`config.mk`:
```
export PLATFORM = sky130hd
export DESIGN_NAME = game_config_table
export DESIGN_NICKNAME = d
export VERILOG_FILES = /design/src/rtl/game_config_table.sv
export SDC_FILE = /design/constraint.sdc
export NUM_CORES = 1
export LEC_CHECK = 0
export BUFFER_PORTS_ARGS = -buffer_cell sky130_fd_sc_hd__buf_2
export CORE_ASPECT_RATIO = 2
export CORE_MARGIN = 4
export CORE_UTILIZATION = 60
export DETAILED_ROUTE_END_ITERATION = 16
export GPL_TIMING_DRIVEN = 1
export PLACE_DENSITY_LB_ADDON = 0.1
export SLEW_MARGIN = 20
export SYNTH_ARGS = -nofsm -noshare
export SYNTH_HDL_FRONTEND = slang
export SYNTH_SLANG_ARGS = --single-unit
```
`constraint.sdc`:
```
create_clock -name clk -period 5.3 [get_ports clk]
set_clock_uncertainty 0.05 [all_clocks]
set_input_delay 0.53 -clock clk [delete_from_list [all_inputs] [get_ports clk]]
set_output_delay 0.53 -clock clk [all_outputs]
set_load 0.03 [all_outputs]
```
`src/rtl/game_config_table.sv`:
```
// Loadable per-game configuration table: a fixed-latency linear scan commits the
// config word for the current game. Optional run-time override: GAME_CFG_OVERRIDE_EN.
module game_config_table #(
   parameter int               GAME_W      = 8,
   parameter int               NUM_ENTRIES = 16,
   parameter int               CFG_W       = 8,
   parameter logic [CFG_W-1:0] DEFAULT_CFG = 8'h00,
   // One bit wider than the index so out-of-range addresses can be presented and rejected
   localparam int              ADDR_W      = $clog2(NUM_ENTRIES) + 1
) (
   input  logic              clk,
   input  logic              reset,
   input  logic [GAME_W-1:0] game,
   input  logic              tbl_wr,
   input  logic [ADDR_W-1:0] tbl_addr,
   input  logic              tbl_valid,
   input  logic [GAME_W-1:0] tbl_game,
   input  logic [CFG_W-1:0]  tbl_cfg,
`ifdef GAME_CFG_OVERRIDE_EN
   input  logic              ovr_en,
   input  logic [CFG_W-1:0]  ovr_cfg,
`endif
   output logic [CFG_W-1:0]  cfg_word,
   output logic              cfg_valid,
   output logic              cfg_changed,
   output logic              cfg_360pri,
   output logic              cfg_110pcr,
   output logic              cfg_260dar,
   output logic [1:0]        cfg_obj_extender
);

   localparam int               IDX_W    = $clog2(NUM_ENTRIES);
   localparam logic [IDX_W-1:0] LAST_IDX = IDX_W'(NUM_ENTRIES - 1);

   typedef enum logic [1:0] {
      ST_IDLE   = 2'd0,
      ST_SCAN   = 2'd1,
      ST_COMMIT = 2'd2
   } state_t;

   logic [NUM_ENTRIES-1:0] ent_valid_q;
   logic [GAME_W-1:0]      ent_game_q [NUM_ENTRIES];
   logic [CFG_W-1:0]       ent_cfg_q  [NUM_ENTRIES];

   state_t             state_q;
   logic [GAME_W-1:0]  game_q;
   logic               dirty_q;
   logic               dirty_d;
   logic [IDX_W-1:0]   idx_q;
   logic               found_q;
   logic [CFG_W-1:0]   cap_q;
   logic [CFG_W-1:0]   cfg_word_q;
   logic               cfg_valid_q;
   logic               cfg_changed_q;

   logic               wr_ok_s;
   logic [IDX_W-1:0]   wr_idx_s;
   logic               need_scan_s;
   logic               hit_s;
   logic               ovr_chg_s;
   logic [CFG_W-1:0]   commit_cfg_s;

   assign wr_ok_s  = tbl_wr && (tbl_addr < ADDR_W'(NUM_ENTRIES));
   assign wr_idx_s = tbl_addr[IDX_W-1:0];

   // Entry valid bits are the only table state cleared by reset
   always_ff @(posedge clk) begin
      if (reset) begin
         ent_valid_q <= '0;
      end else if (wr_ok_s) begin
         ent_valid_q[wr_idx_s] <= tbl_valid;
      end
   end

   always_ff @(posedge clk) begin
      if (!reset && wr_ok_s) begin
         ent_game_q[wr_idx_s] <= tbl_game;
         ent_cfg_q[wr_idx_s]  <= tbl_cfg;
      end
   end

`ifdef GAME_CFG_OVERRIDE_EN
   logic             ovr_en_q;
   logic [CFG_W-1:0] ovr_cfg_q;

   // Previous override inputs, used to detect changes that demand a rescan
   always_ff @(posedge clk) begin
      if (reset) begin
         ovr_en_q  <= 1'b0;
         ovr_cfg_q <= '0;
      end else begin
         ovr_en_q  <= ovr_en;
         ovr_cfg_q <= ovr_cfg;
      end
   end

   assign ovr_chg_s = (ovr_en != ovr_en_q) || (ovr_en && (ovr_cfg != ovr_cfg_q));
`else
   assign ovr_chg_s = 1'b0;
`endif

   always_comb begin
      need_scan_s = (game != game_q) || dirty_q;
      hit_s       = ent_valid_q[idx_q] && (ent_game_q[idx_q] == game_q) && !found_q;

`ifdef GAME_CFG_OVERRIDE_EN
      if (ovr_en) begin
         commit_cfg_s = ovr_cfg;
      end else if (found_q) begin
         commit_cfg_s = cap_q;
      end else begin
         commit_cfg_s = DEFAULT_CFG;
      end
`else
      if (found_q) begin
         commit_cfg_s = cap_q;
      end else begin
         commit_cfg_s = DEFAULT_CFG;
      end
`endif

      // A new write wins over the clear so that no update is ever lost
      dirty_d = dirty_q;
      if (wr_ok_s || ovr_chg_s) begin
         dirty_d = 1'b1;
      end else if (need_scan_s && (state_q != ST_COMMIT)) begin
         dirty_d = 1'b0;
      end else begin
         dirty_d = dirty_q;
      end
   end

   always_ff @(posedge clk) begin
      if (reset) begin
         state_q       <= ST_IDLE;
         game_q        <= '0;
         dirty_q       <= 1'b1;
         idx_q         <= '0;
         found_q       <= 1'b0;
         cap_q         <= DEFAULT_CFG;
         cfg_word_q    <= DEFAULT_CFG;
         cfg_valid_q   <= 1'b0;
         cfg_changed_q <= 1'b0;
      end else begin
         dirty_q       <= dirty_d;
         cfg_changed_q <= 1'b0;
         case (state_q)
            ST_IDLE: begin
               if (need_scan_s) begin
                  game_q      <= game;
                  idx_q       <= '0;
                  found_q     <= 1'b0;
                  cfg_valid_q <= 1'b0;
                  state_q     <= ST_SCAN;
               end
            end
            ST_SCAN: begin
               if (need_scan_s) begin
                  game_q  <= game;
                  idx_q   <= '0;
                  found_q <= 1'b0;
               end else begin
                  if (hit_s) begin
                     cap_q   <= ent_cfg_q[idx_q];
                     found_q <= 1'b1;
                  end
                  // Full-depth walk every time keeps the commit latency constant
                  if (idx_q == LAST_IDX) begin
                     state_q <= ST_COMMIT;
                  end else begin
                     idx_q <= idx_q + IDX_W'(1);
                  end
               end
            end
            ST_COMMIT: begin
               cfg_word_q    <= commit_cfg_s;
               cfg_valid_q   <= 1'b1;
               cfg_changed_q <= (commit_cfg_s != cfg_word_q);
               state_q       <= ST_IDLE;
            end
            default: begin
               state_q <= ST_IDLE;
            end
         endcase
      end
   end

   assign cfg_word         = cfg_word_q;
   assign cfg_valid        = cfg_valid_q;
   assign cfg_changed      = cfg_changed_q;
   assign cfg_360pri       = cfg_word_q[0];
   assign cfg_110pcr       = cfg_word_q[1];
   assign cfg_260dar       = cfg_word_q[2];
   assign cfg_obj_extender = cfg_word_q[4:3];

endmodule

```
; ---- Word-level counts from Yosys, hierarchy flattened
; Memories as Yosys holds them, arrays and structs flattened. A register that Yosys moved wholly into a read port is not among the register bits.
; Cells that the tools add are included.
[classes]
addsub = 1
multipliers = 0
div_mod_pow = 0
magnitude_cmp = 4
eq_ne = 12
shift = 0
n_mux = 23
n_bitwise = 2
n_reduce_logical = 21
[op_table]
columns = op, n
row1 = 4-bit two-way mux, 5
row2 = 16-bit bitwise mux, 1
row3 = 8-bit inequality test, 2
row4 = 3-bit AND reduction, 4
row5 = 4-bit by 5-bit less-than comparator with 1-bit output (second input constant), 2
row6 = 8-bit == test, 1
row7 = 8-bit two-way mux, 1
row8 = 2-bit inequality test (second input constant), 4
row9 = 4-bit one-hot mux with 2 select lines, 1
row10 = 1-bit two-way mux, 7
row11 = 1-bit logical AND, 6
row12 = 2-bit two-way mux, 3
row13 = 3-bit inequality test (second input constant), 2
row14 = 2-bit OR reduction, 3
row15 = 5-bit less-than comparator (second input constant), 1
row16 = 4-bit by 1-bit adder with 4-bit output (second input constant), 1
row17 = 1-bit binary-select mux with 4-bit select, 1
row18 = 1-bit demux with 4-bit select, 1
row19 = 4-bit == test (second input constant), 1
row20 = 4-bit by 1-bit >= comparator with 1-bit output (second input constant), 1
row21 = 1-bit one-hot mux with 2 select lines, 2
row22 = 2-bit one-hot mux with 2 select lines, 1
row23 = 2-bit AND reduction, 2
row24 = 2-bit nonzero test, 2
row25 = other kinds (6), 8
[word_totals]
regBits = 42
latchBits = 0
mem_bits_rw = 256
rom_bits = 0
input_bits = 33
out_inout_bits = 15
word_cells = 74
mem_count = 2
[memory_table]
columns = memory, depth, width, read_ports, rd_ports_with_merged_regs, write_ports, line_no
row1 = ent_cfg_q, 16, 8, 1, 1, 1, 43  ; logic [CFG_W-1:0] ent_cfg_q [NUM_ENTRIES];
row2 = ent_game_q, 16, 8, 1, 1, 1, 42  ; logic [GAME_W-1:0] ent_game_q [NUM_ENTRIES];

; ---- Depth between registers and ports, before layout
; Gate-level depths: netlist of run 1.
[logic_depth]
word_depth = 7
ltp_mapped = 11
depth_no_buf = 7

; ---- Worst setup path after synthesis of run 1
; Ideal clock, no wire load.
[synth_timing]
kind = in2reg
startpoint = in game[6]
endpoint = reg found_q
setup_time_ns = 0.065
t_arrival_ns = 2.557
required_time_ns = 5.185
slack_ns = 2.627
cell_stages = 8
path_buffers = 1
cell_sequence = xnor2_1 > nand3_1 > nor4_1 > nand4_1 > or4_1 > clkbuf_1 > o32a_1 > nor2_1
[synth_via]
elab_chain_len = 4
elab_cells_between_ends = 7
classes_between = eq/ne (3) / mux (2) / reduce/logical (2)
[synth_rtl]
columns = element, line_no
row1 = "start, declared", 13  ; input logic [GAME_W-1:0] game,
row2 = 8-bit inequality test *, 103  ; need_scan_s = (game != game_q) || dirty_q;
row3 = 1-bit logical OR *, 103
row4 = "3-bit inequality test (no line), or another cell as far along", n/a
row5 = 3-bit AND reduction (no line) / 1-bit one-hot mux with 2 select lines (equally long branches), n/a
row6 = "end signal, assigned", 139  ; found_q <= 1'b0;
row7 = "end signal, assigned", 152  ; found_q <= 1'b0;
row8 = "end signal, assigned", 161  ; found_q <= 1'b0;
row9 = "end, declared", 50  ; logic found_q;
; Mark *: on every way between the ends. The rest lies on a longest branch, timed or not.
; A chain may end at the register's enable or synchronous reset.

==> results by group, run 1 <==
Clock network
  – Root buffer cell: clkbuf_16
  – CTS Sinks: 310
  – H-tree lvl count: 1
  – Clock tree buffer depth: 3
  – CTS Buf Count: 26
  – Clock Latency Late Sink: 0.55 ns
  – Clk slew on worst S/H paths: 0.07 ns
  – Post-cts resize count: 0
  – CTS tree: built
  – # Post-CTS Setup Buffers: 0
  – Hold_buf cts: 0

Timing
  – Slew Limit Fails: 0
  – Period utilisation layout: 63.7%
  – Slew @ Worst Pin: 1.00 ns
  – Fmax: 296 MHz
  – Final setup fails: 0
  – Crit path time final: 3.37 ns
  – RSZ-0062 raised after global routing: false
  – Fin worst setup slack: 1.93 ns
  – Setup_tns: 0 ns
  – Normalized max-slew margin: 32.9%
  – Hold Fails Final Rpt: 0

Logic synthesis
  – Ys flop type: edfxtp_1
  – Syn_area_per_cell: 17.5 um2
  – Synth async-reset ratio: 0%
  – Register area share after synthesis: 71.0%
  – Mux cell area share after synthesis: 16.6%
  – Mapped cell area: 12,400 um2
  – XOR/XNOR share of the synthesized area: 1.56%
  – Netlist cell types: 40
  – Yosys reg bits: 310
  – Simple-gate share of the synthesized area: 5.41%
  – Largest family of logic cells by synthesized area: multiplexers
  – Post-synth EDFFs: 256
  – Synth warn: 0
  – Compound-Gate Fraction of Synth Area: 3.45%
  – Post-Synth Adder-Cell Area: 0.101%
  – Syn Nets: 740
  – Gate Count Post-Synth: 706

Placed design
  – Dpl cell area: 12,900 um2
  – Place WS: 1.94 ns
  – Port Buf Inserts: 47
  – RD Place Congestion: 0.833
  – Placed insts: 997
  – Detail Placement HPWL: 17,400 um

Die
  – Die footprint: 23,100 um2
  – I/O pins: 48
  – Core area: 20,400 um2
  – Die Ht: 211 um
  – FP Rows: 74
  – Initial Util: 60.6%
  – Horiz. Die Dim: 109 um

Cells and area
  – Fill count: 1,351
  – Finished Cell Area: 13,800 um2
  – Area added between synthesis and finish: 11.7%
  – Final std cells w/o fill: 1,046
  – Share of cells above drive strength 1: 25.5%
  – Nets@finish: 793

Route
  – Post-Route WL: 27,400 um
  – ANT nets after route: 0
  – DR WL/cell: 26.2 um
  – Via density: 6.35
  – Vias: 6,640
  – Drt first pass iters: 7
  – First DRT Iteration DRCs: 542
  – DRC Markers: 0

Global route
  – Global route total overflow: 0
  – Number of global-route vias before repair: 6,926
  – Global-route wire length before repair: 41,700 um
  – Initial antenna violation count: 2
  – Pin count of the biggest net entering global routing: 55
  – GRT Total Usage: 25.0%

Hold path
  – Hold Crit Class: input pin to flop

Setup path
  – CP most frequent cell: mux2i_1
  – Required time of the critical path: 5.64 ns
  – Critical Path AT: 3.72 ns
  – Cells along the critical path: mux4_2, mux2i_1, mux2i_1, xor2_1, or4_1, o31ai_1, a21oi_1
  – Cell family with most CP delay: flip-flops
  – Buf/Inv on CP: 0
  – Worst Setup End Kind: flop
  – CP Max Fanout: 15
  – Critical Path Slowest Stage Cell: dfxtp_1
  – Setup CP Type: flop to flop
  – Crit-path max cell delay: 0.98 ns
  – Startpoint types: flop

Power
  – Worst ir drop on vdd: 328 uV
  – Seq pwr share: 56.5%
  – Psw: 899 uW
  – Cell internal pwr: 3.81 mW
  – Combinational share of power: 2.0%
  – Total power: 4.71 mW
  – Sw Share: 19.1%
  – Leakage: 4.28 nW
  – Pwr/cell area: 341 nW/um2
  – Clk network pwr share: 41.5%

Run
  – Max_cap viols: 0

Status
  – Status: finished clean
worst reg2reg max path, delay by kind of cell, from the launching register on:
family          cells  cell delay, ns
xor+xnor            1            0.20
mux                 3            0.87
compound gates      2            0.47
flops               1            0.98
simple gates        1            0.65
power by group through the flow:
stage / registers, mW / clock network [mW] / logic [mW]
finish: 2.66 / 1.95 / 0.0953
CTS: 2.66 / 1.98 / 0.0951
floorplan: 2.71 / 0 / 0.0432
global placement: 2.71 / 0 / 0.0888
detailed placement: 2.71 / 0 / 0.0945
global route: 2.66 / 2.10 / 0.106
cell families (layout without fill, tap and decap cells):
| logic type | after synthesis | in the layout |
|---|---|---|
| flops | 310 | 310 |
| simple gates | 138 | 138 |
| mux | 119 | 119 |
| compound gates | 69 | 69 |
| buf+inv | 47 | 120 |
| xor+xnor | 22 | 22 |
| fa+ha+maj | 1 | 1 |
| other cells | 0 | 1 |
cells in the mapped netlist, types with 2 or more instances:
library cell,number,area share [%]
nor3_1,9,0.36
mux2i_1,50,4.1
nor2_1,46,1.4
nand3b_1,4,0.24
a31oi_1,3,0.15
edfxtp_1,256,62
nand2b_1,4,0.20
or3_1,2,0.10
xnor2_1,17,1.2
nor4_1,2,0.10
nor3b_1,2,0.12
buf_4,7,0.43
and3_1,2,0.10
nor2b_1,6,0.30
dfxtp_1,54,8.8
a221oi_1,6,0.43
nand4_1,11,0.56
nand2_1,25,0.76
inv_1,2,0.061
buf_1,5,0.15
nand3_1,19,0.77
a22oi_1,8,0.49
a311oi_1,3,0.21
buf_6,2,0.18
o21ai_0,18,0.73
a21oi_1,23,0.93
o31ai_1,5,0.30
buf_2,8,0.32
clkbuf_1,23,0.70
or2_2,2,0.10
xor2_1,5,0.35
mux4_2,69,13
area by class of cell:
cell class	count	area (um2)	area share [%]
diodes	1	2.50	0.0181
clock buffers	34	702	5.09
clock inverters	14	175	1.27
inverters	2	7.51	0.0544
multi-input cells	349	3400	24.6
flip-flops and latches	310	8770	63.6
well taps	266	333	2.41
repair buffers	70	408	2.96
registers in the layout, summed over array words and instances, names as in the netlist, named ones only:
signal,count
ent_valid_q,16
cfg_valid,1
ent_game_q,128
cfg_word,8
ent_cfg_q,128
game_q,8
state_q,2
found_q,1
idx_q,4
cfg_changed,1
dirty_q,1
cap_q,8
layer usage:
metal  part of all wire (%)  track usage (%)  up-vias
li1                       -                -     2912
met1                     36             31.0     3412
met2                     55             43.9      253
met3                    5.1             2.63       63
met4                    3.5             11.1        0
met5                      0                0        -
through the flow:
stage               hold WS [ns]  util [%]
CTS                        0.191      67.7
finish                     0.205      67.7
floorplan                  0.383         -
global route               0.216      67.7
global placement           0.394      63.4
detailed placement         0.407      63.4
layout by cell type, fill, tap and decap left out, types with 3 or more instances in the layout:
master and n:
a221oi_1 6, nand4_1 11, xnor2_1 17, edfxtp_1 256, buf_2 47, o21ai_0 18
nor3_1 9, buf_4 23, mux4_2 69, clkinv_2 4, bufinv_16 4, mux2i_1 50
clkbuf_1 7, o31ai_1 5, a21oi_1 23, a22oi_1 8, dfxtp_1 52, clkbuf_16 27
nor2b_1 6, xor2_1 5, nand2_1 25, nor2_1 30, clkinv_1 3, a311oi_1 3
nand3_1 19, a31oi_1 3, nand2b_1 4, nand3b_1 4, nor2_2 16
final timing paths:
path | startpoint | to | slack [ns] | cells past startpoint
min reg2reg | ent_valid_q[1] | ent_valid_q[1] | 0.42 | 2
max reg2reg | flop | cap_q[2] | 1.93 | 7
min | game[6] | game_q[6] | 0.20 | 3
max | flop | cap_q[2] | 1.93 | 7
Note: power is estimated with default switching activity, not from simulation.
==> inputs of run 2 (changes only) <==
Clock period 5.3 ns to 3.3 ns, I/O delays scaled along.
==> run 2 against run 1 <==
Compared with the run above:
- sequential share of layout area down 0.50 points
- die area unchanged
- critical path depth unchanged
- largest cell class unchanged
- clock power up 65%
- register-to-register slack worse by 1.7 ns
- design area up 0.80%
- maximum frequency up 11%
- largest power group unchanged
- sequential cell count unchanged
- combinational power up 63%
==> results by group, run 2 (synthesis gave the netlist of run 1 again) <==
Route
  – ANT nets after route: 0
  – Drt first pass iters: 5
  – Routed length on met1: 9790 um
  – Post-Route WL: 26,600 um
  – Via density: 6.25
  – Vias: 6,585
  – Routed wl met2: 14,500 um
  – DR WL/cell: 25.2 um
  – First DRT Iteration DRCs: 704
  – DRC Markers: 0
  – Max Used Layer: met5
  – WL met3: 1580 um

Placed design
  – Detail Placement HPWL: 17,000 um
  – Port Buf Inserts: 47
  – RD Place Congestion: 0.792

Global route
  – Number of global-route vias before repair: 6,771
  – GRT Total Usage: 24.3%
  – Global route total overflow: 0
  – Initial antenna violation count: 2
  – Pin count of the biggest net entering global routing: 39
  – Global-route wire length before repair: 40,800 um

Cells and area
  – Area of the multi-input gates: 3390 um2
  – FF+latch area: 8770 um2
  – Largest regs: ent_cfg_q (128), ent_game_q (128), ent_valid_q (16)
  – Most frequent cells in the layout: edfxtp_1, mux4_2, dfxtp_1
  – Fill count: 1,329
  – Nets@finish: 804
  – Commonest non-fill, non-tap cell in the layout: edfxtp_1
  – Area added between synthesis and finish: 12.6%
  – Share of cells above drive strength 1: 26.3%

Timing
  – Slew Limit Fails: 0
  – Final setup fails: 0
  – Hold Fails Final Rpt: 0
  – RSZ-0062 raised after global routing: false
  – Period utilisation layout: 92.3%
  – Crit path time final: 3.05 ns
  – Fmax: 328 MHz
  – Slew @ Worst Pin: 0.687 ns
  – Setup_tns: 0 ns
  – Normalized max-slew margin: 54.1%

Die
  – Initial Util: 60.6%
  – Core area: 20,400 um2
  – I/O pins: 48
  – Die footprint: 23,100 um2
  – Die Ht: 211 um
  – Horiz. Die Dim: 109 um
  – FP Rows: 74

Clock network
  – Clk slew on worst S/H paths: 0.07 ns
  – CTS tree: built
  – Clock tree buffer depth: 3
  – CTS Sinks: 310
  – H-tree lvl count: 1
  – CTS Buf Count: 27
  – Clock Latency Late Sink: 0.54 ns
  – Root buffer cell: clkbuf_16

Setup path
  – CP Max Fanout: 13
  – Startpoint types: flop
  – Critical Path AT: 3.40 ns
  – Setup CP Type: flop to flop
  – Required time of the critical path: 3.66 ns
  – Worst Setup End Kind: flop

Run
  – Max_cap viols: 0

Power
  – Total power: 7.64 mW
  – Leakage: 4.35 nW
  – Worst ir drop on vdd: 444 uV
  – Pwr/cell area: 549 nW/um2

Status
  – Status: finished clean

Hold path
  – Hold Crit Class: input pin to flop
-- run 2: changes by cell type in the layout (fill, tap and decap cells not counted) --
cell,delta
buf_12,+1
buf_4,+6
bufinv_16,+1
clkbuf_1,-4
clkinv_2,+1
clkinvlp_4,-1
dlygate4sd3_1,+3
inv_6,+1
nor4_1,+1
nor4_2,-1
-- run 2: per-layer routing --
layer | track usage (%) | vias to the layer above
met4 | 8.09 | 2
met2 | 43.2 | 222
met3 | 3.33 | 50
met5 | 0 | -
met1 | 30.6 | 3391
li1 | - | 2920
-- run 2: worst paths after layout --
check                               startpoint              to  slack [ns]  cells after the start
worst max-delay path                      flop        cap_q[6]        0.25                      7
worst max register to register            flop        cap_q[6]        0.25                      7
worst min register to register  ent_valid_q[2]  ent_valid_q[2]        0.41                      2
worst min-delay path                   game[4]       game_q[4]        0.02                      3
-- run 2: final cells by class --
cell class,count,share of cell area [%]
Sequential cell,310,63.1
Multi-Input combinational cell,349,24.4
Clock buffer,30,4.94
Timing Repair Buffer,80,3.62
Tap cell,266,2.39
Clock inverter,16,1.52
Inverter,2,0.0540
Antenna cell,1,0.0180
-- run 2: repair_timing --
action	in CTS	in global routing
gates resized for setup	0	0
buffers inserted	0	0
hold buffers	3	0
endpoints found under the hold margin	3	0
-- run 2: per-stage QoR --
step,std cells,hold WS [ns],cell area (um2),util (%),worst slack (ns)
finish,1054,0.0182,13900,68.3,0.255
global route,1054,0.00796,13900,68.3,0.0665
CTS,1053,0.00103,13900,68.3,0.263
detailed placement,1004,0.403,13000,63.7,0.290
global placement,1004,0.392,13000,63.7,0.388
floorplan,706,0.379,12400,-,0.676
-- run 2: where the power goes --
part           total, mW  internal (mW)  switching [mW]
clock               3.21           1.89            1.33
combinational      0.155         0.0488           0.106
sequential          4.27           4.26          0.0152
-- run 2: worst max-delay path, cell delays in order (launching register included) --
cell     delay (ns)
dfxtp_2        0.61
mux4_2         0.56
mux2i_1        0.15
mux2i_1        0.15
xor2_1         0.20
or4_1          0.68
o31ai_1        0.38
a21oi_1        0.13
